$ cat src/rtl/uart_rx_core.sv
// uart_rx_core: 8N1 UART receiver with a one-entry valid/ready holding register.
// Bytes are sampled at the middle of each bit period, counted from the
// synchronised falling edge of the start bit. Framing errors and overruns
// are reported as single-cycle pulses.
module uart_rx_core #(
  parameter int CLKS_PER_BIT = 104,
  parameter int CNT_W        = 16
) (
  input  logic       CLK,
  input  logic       RST,
  input  logic       SERIAL_RX,
  output logic [7:0] RX_DATA,
  output logic       RX_VALID,
  input  logic       RX_READY,
  output logic       FRAME_ERR,
  output logic       OVERRUN,
  output logic       BUSY
);

  // Refuse to elaborate with a bit period the counter cannot hold or that
  // leaves no room for a mid-bit sample.
  if (CLKS_PER_BIT < 4 || CLKS_PER_BIT > 65535 ||
      (longint'(1) << CNT_W) <= longint'(CLKS_PER_BIT)) begin : g_bad_param
    $error("uart_rx_core: illegal CLKS_PER_BIT/CNT_W combination");
  end

  typedef enum logic [1:0] {
    IDLE  = 2'd0,
    START = 2'd1,
    DATA  = 2'd2,
    STOP  = 2'd3
  } state_e;

  // Half a bit period lands the start-bit sample mid-bit; a full period
  // steps from one bit centre to the next.
  localparam logic [CNT_W-1:0] HALF_LOAD = CNT_W'(CLKS_PER_BIT / 2 - 1);
  localparam logic [CNT_W-1:0] FULL_LOAD = CNT_W'(CLKS_PER_BIT - 1);
  localparam logic [CNT_W-1:0] CNT_ONE   = CNT_W'(1);

  logic             sync1_q, sync2_q, rx_prev_q;
  logic             rx_s, rx_fall;

  state_e           state_q, state_d;
  logic [CNT_W-1:0] cnt_q, cnt_d;
  logic [2:0]       bit_idx_q, bit_idx_d;
  logic [7:0]       shift_q, shift_d;
  logic [7:0]       data_q, data_d;
  logic             valid_q, valid_d;
  logic             frame_err_q, frame_err_d;
  logic             overrun_q, overrun_d;

  assign rx_s    = sync2_q;
  assign rx_fall = rx_prev_q & ~rx_s;

  // Two-flop synchroniser plus a delayed copy for falling-edge detection.
  always_ff @(posedge CLK) begin
    // NOTE: sequential state uses non-blocking assignments so every flop
    // samples the pre-edge value of the others, whatever the statement order.
    if (!RST) begin
      sync1_q   <= 1'b1;
      sync2_q   <= 1'b1;
      rx_prev_q <= 1'b1;
    end else begin
      sync1_q   <= SERIAL_RX;
      sync2_q   <= sync1_q;
      rx_prev_q <= sync2_q;
    end
  end

  // FSM state register.
  always_ff @(posedge CLK) begin
    if (!RST) state_q <= IDLE;
    else      state_q <= state_d;
  end

  // Datapath and output registers: bit timer, shifter, holding register, pulses.
  always_ff @(posedge CLK) begin
    // NOTE: the holding register is reset explicitly because RX_DATA must
    // read 8'h00 after reset, not just be qualified by RX_VALID.
    if (!RST) begin
      cnt_q       <= '0;
      bit_idx_q   <= '0;
      shift_q     <= '0;
      data_q      <= '0;
      valid_q     <= 1'b0;
      frame_err_q <= 1'b0;
      overrun_q   <= 1'b0;
    end else begin
      cnt_q       <= cnt_d;
      bit_idx_q   <= bit_idx_d;
      shift_q     <= shift_d;
      data_q      <= data_d;
      valid_q     <= valid_d;
      frame_err_q <= frame_err_d;
      overrun_q   <= overrun_d;
    end
  end

  // Next-state, bit sampling and holding-register update.
  always_comb begin
    // NOTE: every signal assigned here gets a default first, so no path
    // leaves a value unassigned and no latch is inferred.
    state_d     = state_q;
    cnt_d       = cnt_q;
    bit_idx_d   = bit_idx_q;
    shift_d     = shift_q;
    data_d      = data_q;
    valid_d     = valid_q;
    frame_err_d = 1'b0;
    overrun_d   = 1'b0;

    // A transfer empties the holding register unless a load below refills it.
    if (valid_q && RX_READY) valid_d = 1'b0;

    unique case (state_q)
      IDLE: begin
        if (rx_fall) begin
          state_d = START;
          cnt_d   = HALF_LOAD;
        end
      end

      START: begin
        if (cnt_q == '0) begin
          if (!rx_s) begin
            state_d   = DATA;
            bit_idx_d = '0;
            cnt_d     = FULL_LOAD;
          end else begin
            // Line went back high before mid-start-bit: treat as a glitch.
            state_d = IDLE;
          end
        end else begin
          cnt_d = cnt_q - CNT_ONE;
        end
      end

      DATA: begin
        if (cnt_q == '0) begin
          shift_d = {rx_s, shift_q[7:1]};
          cnt_d   = FULL_LOAD;
          if (bit_idx_q == 3'd7) state_d = STOP;
          else                   bit_idx_d = bit_idx_q + 3'd1;
        end else begin
          cnt_d = cnt_q - CNT_ONE;
        end
      end

      STOP: begin
        if (cnt_q == '0) begin
          // Return immediately after the stop sample so a following start
          // bit can be caught without waiting out the rest of the stop bit.
          state_d = IDLE;
          if (!rx_s) begin
            frame_err_d = 1'b1;
          end else if (!valid_q || RX_READY) begin
            data_d  = shift_q;
            valid_d = 1'b1;
          end else begin
            overrun_d = 1'b1;
          end
        end else begin
          cnt_d = cnt_q - CNT_ONE;
        end
      end

      default: state_d = IDLE;
    endcase
  end

  assign RX_DATA   = data_q;
  assign RX_VALID  = valid_q;
  assign FRAME_ERR = frame_err_q;
  assign OVERRUN   = overrun_q;
  assign BUSY      = (state_q != IDLE);

endmodule

$ cat config.mk
export PLATFORM = sky130hd
export DESIGN_NAME = uart_rx_core
export DESIGN_NICKNAME = d
export VERILOG_FILES = /design/src/rtl/uart_rx_core.sv
export SDC_FILE = /design/constraint.sdc
export NUM_CORES = 1
export LEC_CHECK = 0
export CORE_MARGIN = 2
export CORE_UTILIZATION = 50
export CTS_BUF_LIST = sky130_fd_sc_hd__clkbuf_16
export CTS_CLUSTER_DIAMETER = 80
export DETAILED_ROUTE_END_ITERATION = 8
export GPL_TIMING_DRIVEN = 0
export PLACE_DENSITY = 0.7
export SLEW_MARGIN = 20
export SYNTH_ARGS = -nofsm -noshare
export SYNTH_HDL_FRONTEND = slang
export SYNTH_SLANG_ARGS = --single-unit
$ cat constraint.sdc
create_clock -name CLK -period 6.5 [get_ports CLK]
set_input_delay 1.3 -clock CLK [delete_from_list [all_inputs] [get_ports CLK]]
set_output_delay 1.3 -clock CLK [all_outputs]
set_load 0.01 [all_outputs]
==> flow_metrics.tcl <==
set metrics [dict create \
    outcome "completed" \
    grt_max_degree 13 \
    num_io_pins 16 \
    hold_violations 0 \
    overflow 0 \
    cts_sinks 43 \
    antenna_left 0 \
    cts.htree.levels 2 \
    grt_use_total_pct 21.1 \
    num_antenna_cells 0 \
    synth_area_um2 2080 \
    period_share_pct 46.0 \
    die_area_um2 4700 \
    drc 0 \
    syn-num-nets 245 \
    hold_class "register to register" \
    core_area_um2 4000 \
    rows 23 \
    wl_met2_um 2060 \
    drt-initial-drc-count 107 \
    die_h_um 68.5 \
    setup_tns_ns 0 \
    worst-slew-pin-transition_ns 0.746 \
    cts_resized 0 \
    vias 1704 \
    rsz0062_at_grt "false" \
    synth_area_per_cell_um2 8.94 \
    clk_latency_ns 0.28 \
    cp.arrival_ns 1.69 \
    synth_seq_cells 43 \
    ys_top_cells_by_area "dfxtp_1 41%, ha_1 4.8%, mux2i_1 4.8%" \
    cts_buffer_depth 2 \
    cts_setup_buffers 0 \
    start_kind "register" \
    top_layer "met4" \
    grt_pass1_wl_um 7220 \
    cts_tree "yes" \
    start_util_pct 52.0 \
    grt_pass1_vias 1559 \
    vias_per_cell 5.61 \
    cap_violations 0 \
    routed_wl_um 4340 \
    place_hpwl_um 3120 \
    setup_viol 0 \
    antenna_found_initial 0 \
    final_core_util_pct 60.5 \
    die_w_um 68.5 \
    wl_per_cell_um 14.3 \
    port_buffers 14 \
    gp_congestion 0.834 \
    drive_gt1_share_pct 5.91 \
    root_buffer "clkbuf_16" \
    clock.fmax_mhz 335 \
    relSlewSlack_pct 50.0 \
    cp.required_ns 5.20 \
    finalMaxSlewViolations 0 \
    synth.distinct_cells 42 \
    fin_nets 266 \
    synth_top_area_share_pct 41.3 \
    wl_met3_um 165 \
    powerDensity_nw_per_um2 416 \
    yosysSeqAreaShare_pct 41.3 \
    hold_buffers 0 \
    endpoint_kind "primary output" \
    fin_crit_ns 2.99 \
    dr.pass1.iters 4 \
    finClkSkew_ns 0.00318 \
    cts.clk_slew.worst_paths_ns 0.06 \
    syn_inst 233 \
    wl_met1_um 2080 \
    p_leak_nw 0.871 \
    cts_buffers 5 \
    ys_warn_count 0 \
    yosys.area.top_type "dfxtp_1" \
    vdd_drop_max_uv 188 \
    critPathMaxFanout 6 \
    syn_to_final_growth_pct 16.2 \
    path_class "register to primary output" \
]
-- cells in the mapped netlist --
master,n
a31oi_1,3
nor2b_1,10
a311oi_1,3
nor3_1,4
nor4_4,1
dfxtp_1,43
o311ai_2,1
clkbuf_1,8
o21ai_0,9
mux2i_1,10
a41o_1,1
or4b_4,1
o41ai_1,2
nand4b_1,1
or3_1,4
buf_6,1
nor3_2,1
inv_1,6
or2_2,3
o21a_1,2
a2111oi_0,1
nand2b_1,7
a21o_1,2
nand4_1,1
o21ai_1,1
nor2_1,16
or4b_2,1
a21oi_1,10
nand2_1,21
a211o_1,1
and3_1,3
o211ai_1,3
nor4_1,4
nand3b_1,3
nand3_1,12
a21boi_0,11
o31ai_1,3
o211a_1,1
xor2_1,4
ha_1,8
and2_1,2
or4_1,4
-- area by class of cell --
cell class / count / area [um^2]
Clock buffer: 5 / 125
Sequential cell: 43 / 861
Buffer: 9 / 41.3
Multi-Input combinational cell: 175 / 1160
Clock inverter: 2 / 8.76
Timing Repair Buffer: 14 / 140
Tap cell: 50 / 62.6
Fill cell: 372 / 1580
Inverter: 6 / 22.5
-- critical path, cell delays in order, from the launching register on --
cell,delay (ns)
dfxtp_1,0.42
inv_1,0.13
ha_1,0.26
inv_1,0.07
clkdlybuf4s50_1,0.52
-- final timing paths --
check | startpoint | end | slack (ns) | depth (start not counted)
hold reg to reg | sync1_q | rx_s | 0.41 | 1
setup / recovery | state_q[0] | BUSY | 3.51 | 4
setup reg to reg | cnt_q[0] | cnt_q[13] | 3.55 | 8
hold / removal | sync1_q | rx_s | 0.41 | 1
-- through the flow --
step / hold WS [ns] / instance area (um^2) / total power (W) / cells / setup slack, ns
6_report: 0.407 / 2420 / 0.00101 / 304 / 3.51
3_5_place_dp: 0.396 / 2280 / 0.000776 / 297 / 3.54
2_1_floorplan: 0.386 / 2080 / 0.000676 / 233 / 4.01
4_1_cts: 0.412 / 2420 / 0.00101 / 304 / 3.50
5_1_grt: 0.424 / 2420 / 0.00108 / 304 / 3.40
3_3_place_gp: 0.392 / 2280 / 0.000774 / 297 / 3.54
-- per-layer routing --
| layer | up-vias | track usage (%) |
|---|---|---|
| li1 | 889 | - |
| met1 | 779 | 25.7 |
| met2 | 32 | 35.6 |
| met3 | 4 | 5.03 |
| met4 | 0 | 8.25 |
| met5 | - | 0 |
-- state kept, by name, summed over array words and instances, names as in the netlist, named ones only --
name,count
FRAME_ERR,1
OVERRUN,1
RX_DATA,8
RX_VALID,1
bit_idx_q,3
cnt_q,16
rx_prev_q,1
rx_s,1
shift_q,8
state_q,1
sync1_q,1
-- report_power, final --
| part | switching, W | total [W] | internal [W] |
|---|---|---|---|
| clock network | 0.0000924 | 0.000230 | 0.000138 |
| registers | 0.0000327 | 0.000331 | 0.000298 |
| logic | 0.000290 | 0.000445 | 0.000156 |
| total | 0.000415 | 0.00101 | 0.000591 |
-- cells in the final DEF, fill, tap and decap left out, drive strengths merged, types with 3 or more instances in the layout --
master         Yosys  layout
inv                6       6
xor2               4       4
or2                3       3
nand3b             3       3
dfxtp             43      43
nor3               5       5
a31oi              3       3
or3                4       4
nor2              16      16
or4                4       4
nand3             12      12
a21oi             10      10
clkbuf             8      13
nand2             21      21
a21boi            11      11
and3               3       3
ha                 8       8
o21ai             10      10
a311oi             3       3
nor4               5       5
o31ai              3       3
nor2b             10      10
nand2b             7       7
o211ai             3       3
mux2i             10      10
clkdlybuf4s50      0      14
-- cells by family after synthesis --
logic type      count (synthesis)  share of synthesized area [%]
compound gates                 54                           18.0
xor+xnor                        4                           1.68
fa+ha+maj                       8                           4.81
buf+inv                        15                           3.06
flops                          43                           41.3
mux                            10                           4.81
simple gates                   99                           26.3
Power figures use the tool's default switching activity.
==> RTL change (same settings) <==
Set the parameter `CNT_W` to 12 (it was 16).
--- a/src/rtl/uart_rx_core.sv
+++ b/src/rtl/uart_rx_core.sv
@@ -6,3 +6,3 @@
   parameter int CLKS_PER_BIT = 104,
-  parameter int CNT_W        = 16
+  parameter int CNT_W        = 12
 ) (
Function: same outputs for any inputs over 10 cycles, from zero or initial values and one cycle with RST low; that may be too few to reach the edited logic, so the function may still have changed.
==> RTL change against the original RTL <==
  * Cell area is 7.1% lower
  * Critical path depth did not move
  * Area after synthesis fell by 10%
  * Critical path type unchanged
  * Sequential share of layout area shrank 0.83 points
  * Via count fell by 2.1%
  * Core utilization rose by 1.3 points
  * Global-route usage rose by 0.35 points
  * Fmax up 2.7%
  * Sequential cell count fell by 4
  * Worst setup slack better by 0.080 ns
  * Wire length down 7.3%
Power is not compared: it rests on default switching activity, and its combinational part moved more than twofold at a synthesized area within 25%.
==> RTL change: results <==
metrics = {
    "run_status": {
        "status": "finished clean",
    },
    "layout": {
        "clkCellAreaFrac_pct": 7.521,
        "multi_input_gates": 160,
        "multiInputGateArea_um2": 1006,
        "largest_reg_flops": 12,
        "nNetsFinal": 253,
        "layout.nonclk_buf_share_pct": 8.579,
        "drive_gt1_share_pct": 7.884,
    },
    "global_routing": {
        "grt_pass1_wl_um": 7065,
        "grt_start_max_net_pins": 14,
        "grt_pass1_vias": 1517,
        "gr-usage-all-layers_pct": 21.42,
    },
    "routing": {
        "drt_wl_total_um": 4028,
        "wire_per_inst_um": 13.94,
        "drt_iter0_drc": 120,
    },
    "synth": {
        "ys_seq_area_share_pct": 41.82,
        "synth_area_leaders": "dfxtp_1, a21oi_1, ha_1",
        "netlist_area_um2": 1867,
        "ys_types": 43,
        "syn_inst": 218,
        "ys_seq_elements": 39,
        "syn-num-nets": 231,
    },
    "timing": {
        "fin_skew_ns": 0.005356,
        "relSlewSlack_pct": 44.03,
        "max_freq_mhz": 343.7,
    },
    "setup_path": {
        "r2r_setup_slack_ns": 3.79,
        "crit_path_max_fanout": 5,
    },
    "placement": {
        "dp.cells": 281,
        "detailed_place.area_um2": 2077,
        "dp_hpwl_um": 2896,
        "io_buffers": 15,
        "gp_congestion": 0.8256,
    },
}
## RTL change: cell count changes after synthesis, moves of 3 or more
| cell | unedited run | this run |
|---|---|---|
| nor3_1 | 4 | 11 |
| dfxtp_1 | 43 | 39 |
| nor2_1 | 16 | 21 |
| a21boi_0 | 11 | 0 |
| a21oi_1 | 10 | 23 |
| xor2_1 | 4 | 1 |
| o31ai_1 | 3 | 0 |
| inv_1 | 6 | 9 |
| nand2b_1 | 7 | 4 |
| nor2b_1 | 10 | 2 |
## RTL change: cells by family (layout without fill, tap and decap cells)
family | count (synthesis) | in the layout | synth area share [%]
buffers and inverters | 19 | 42 | 4.289
AO/OA/AOI/OAI | 51 | 51 | 17.63
flip-flops | 39 | 39 | 41.82
adder cells (fa/ha/maj) | 9 | 9 | 6.032
AND/OR/NAND/NOR | 90 | 90 | 24.93
XOR/XNOR | 1 | 1 | 0.4693
multiplexers | 9 | 9 | 4.826
## RTL change: metrics by stage
stage          hold WS (ns)  power [mW]
6_report             0.4121      0.7141
5_1_grt              0.4396      0.7503
4_1_cts              0.4212      0.7135
3_5_place_dp         0.4079      0.4383
3_3_place_gp         0.3878      0.4357
2_1_floorplan        0.3863      0.3951
## RTL change: worst max-delay path, stage by stage, from the launching register on
cell and delay (ns):
dfxtp_1 0.41, inv_1 0.11, ha_1 0.20, inv_1 0.08
clkdlybuf4s50_1 0.53
## RTL change: routing by layer
layer	GRT usage (%)	share of wire, %	wire length, um	up-vias
li1	-	-	-	835
met1	28.43	50	2016	787
met2	34.28	46	1833	41
met3	3.596	3.2	130	5
met4	9.635	1.1	46	0
met5	0	0	0	-
## RTL change: power breakdown
part	switching, mW	internal, mW	leakage, nW
Clock	0.0974	0.181	0.0838
Sequential	0.0144	0.249	0.316
Combinational	0.108	0.0642	0.506
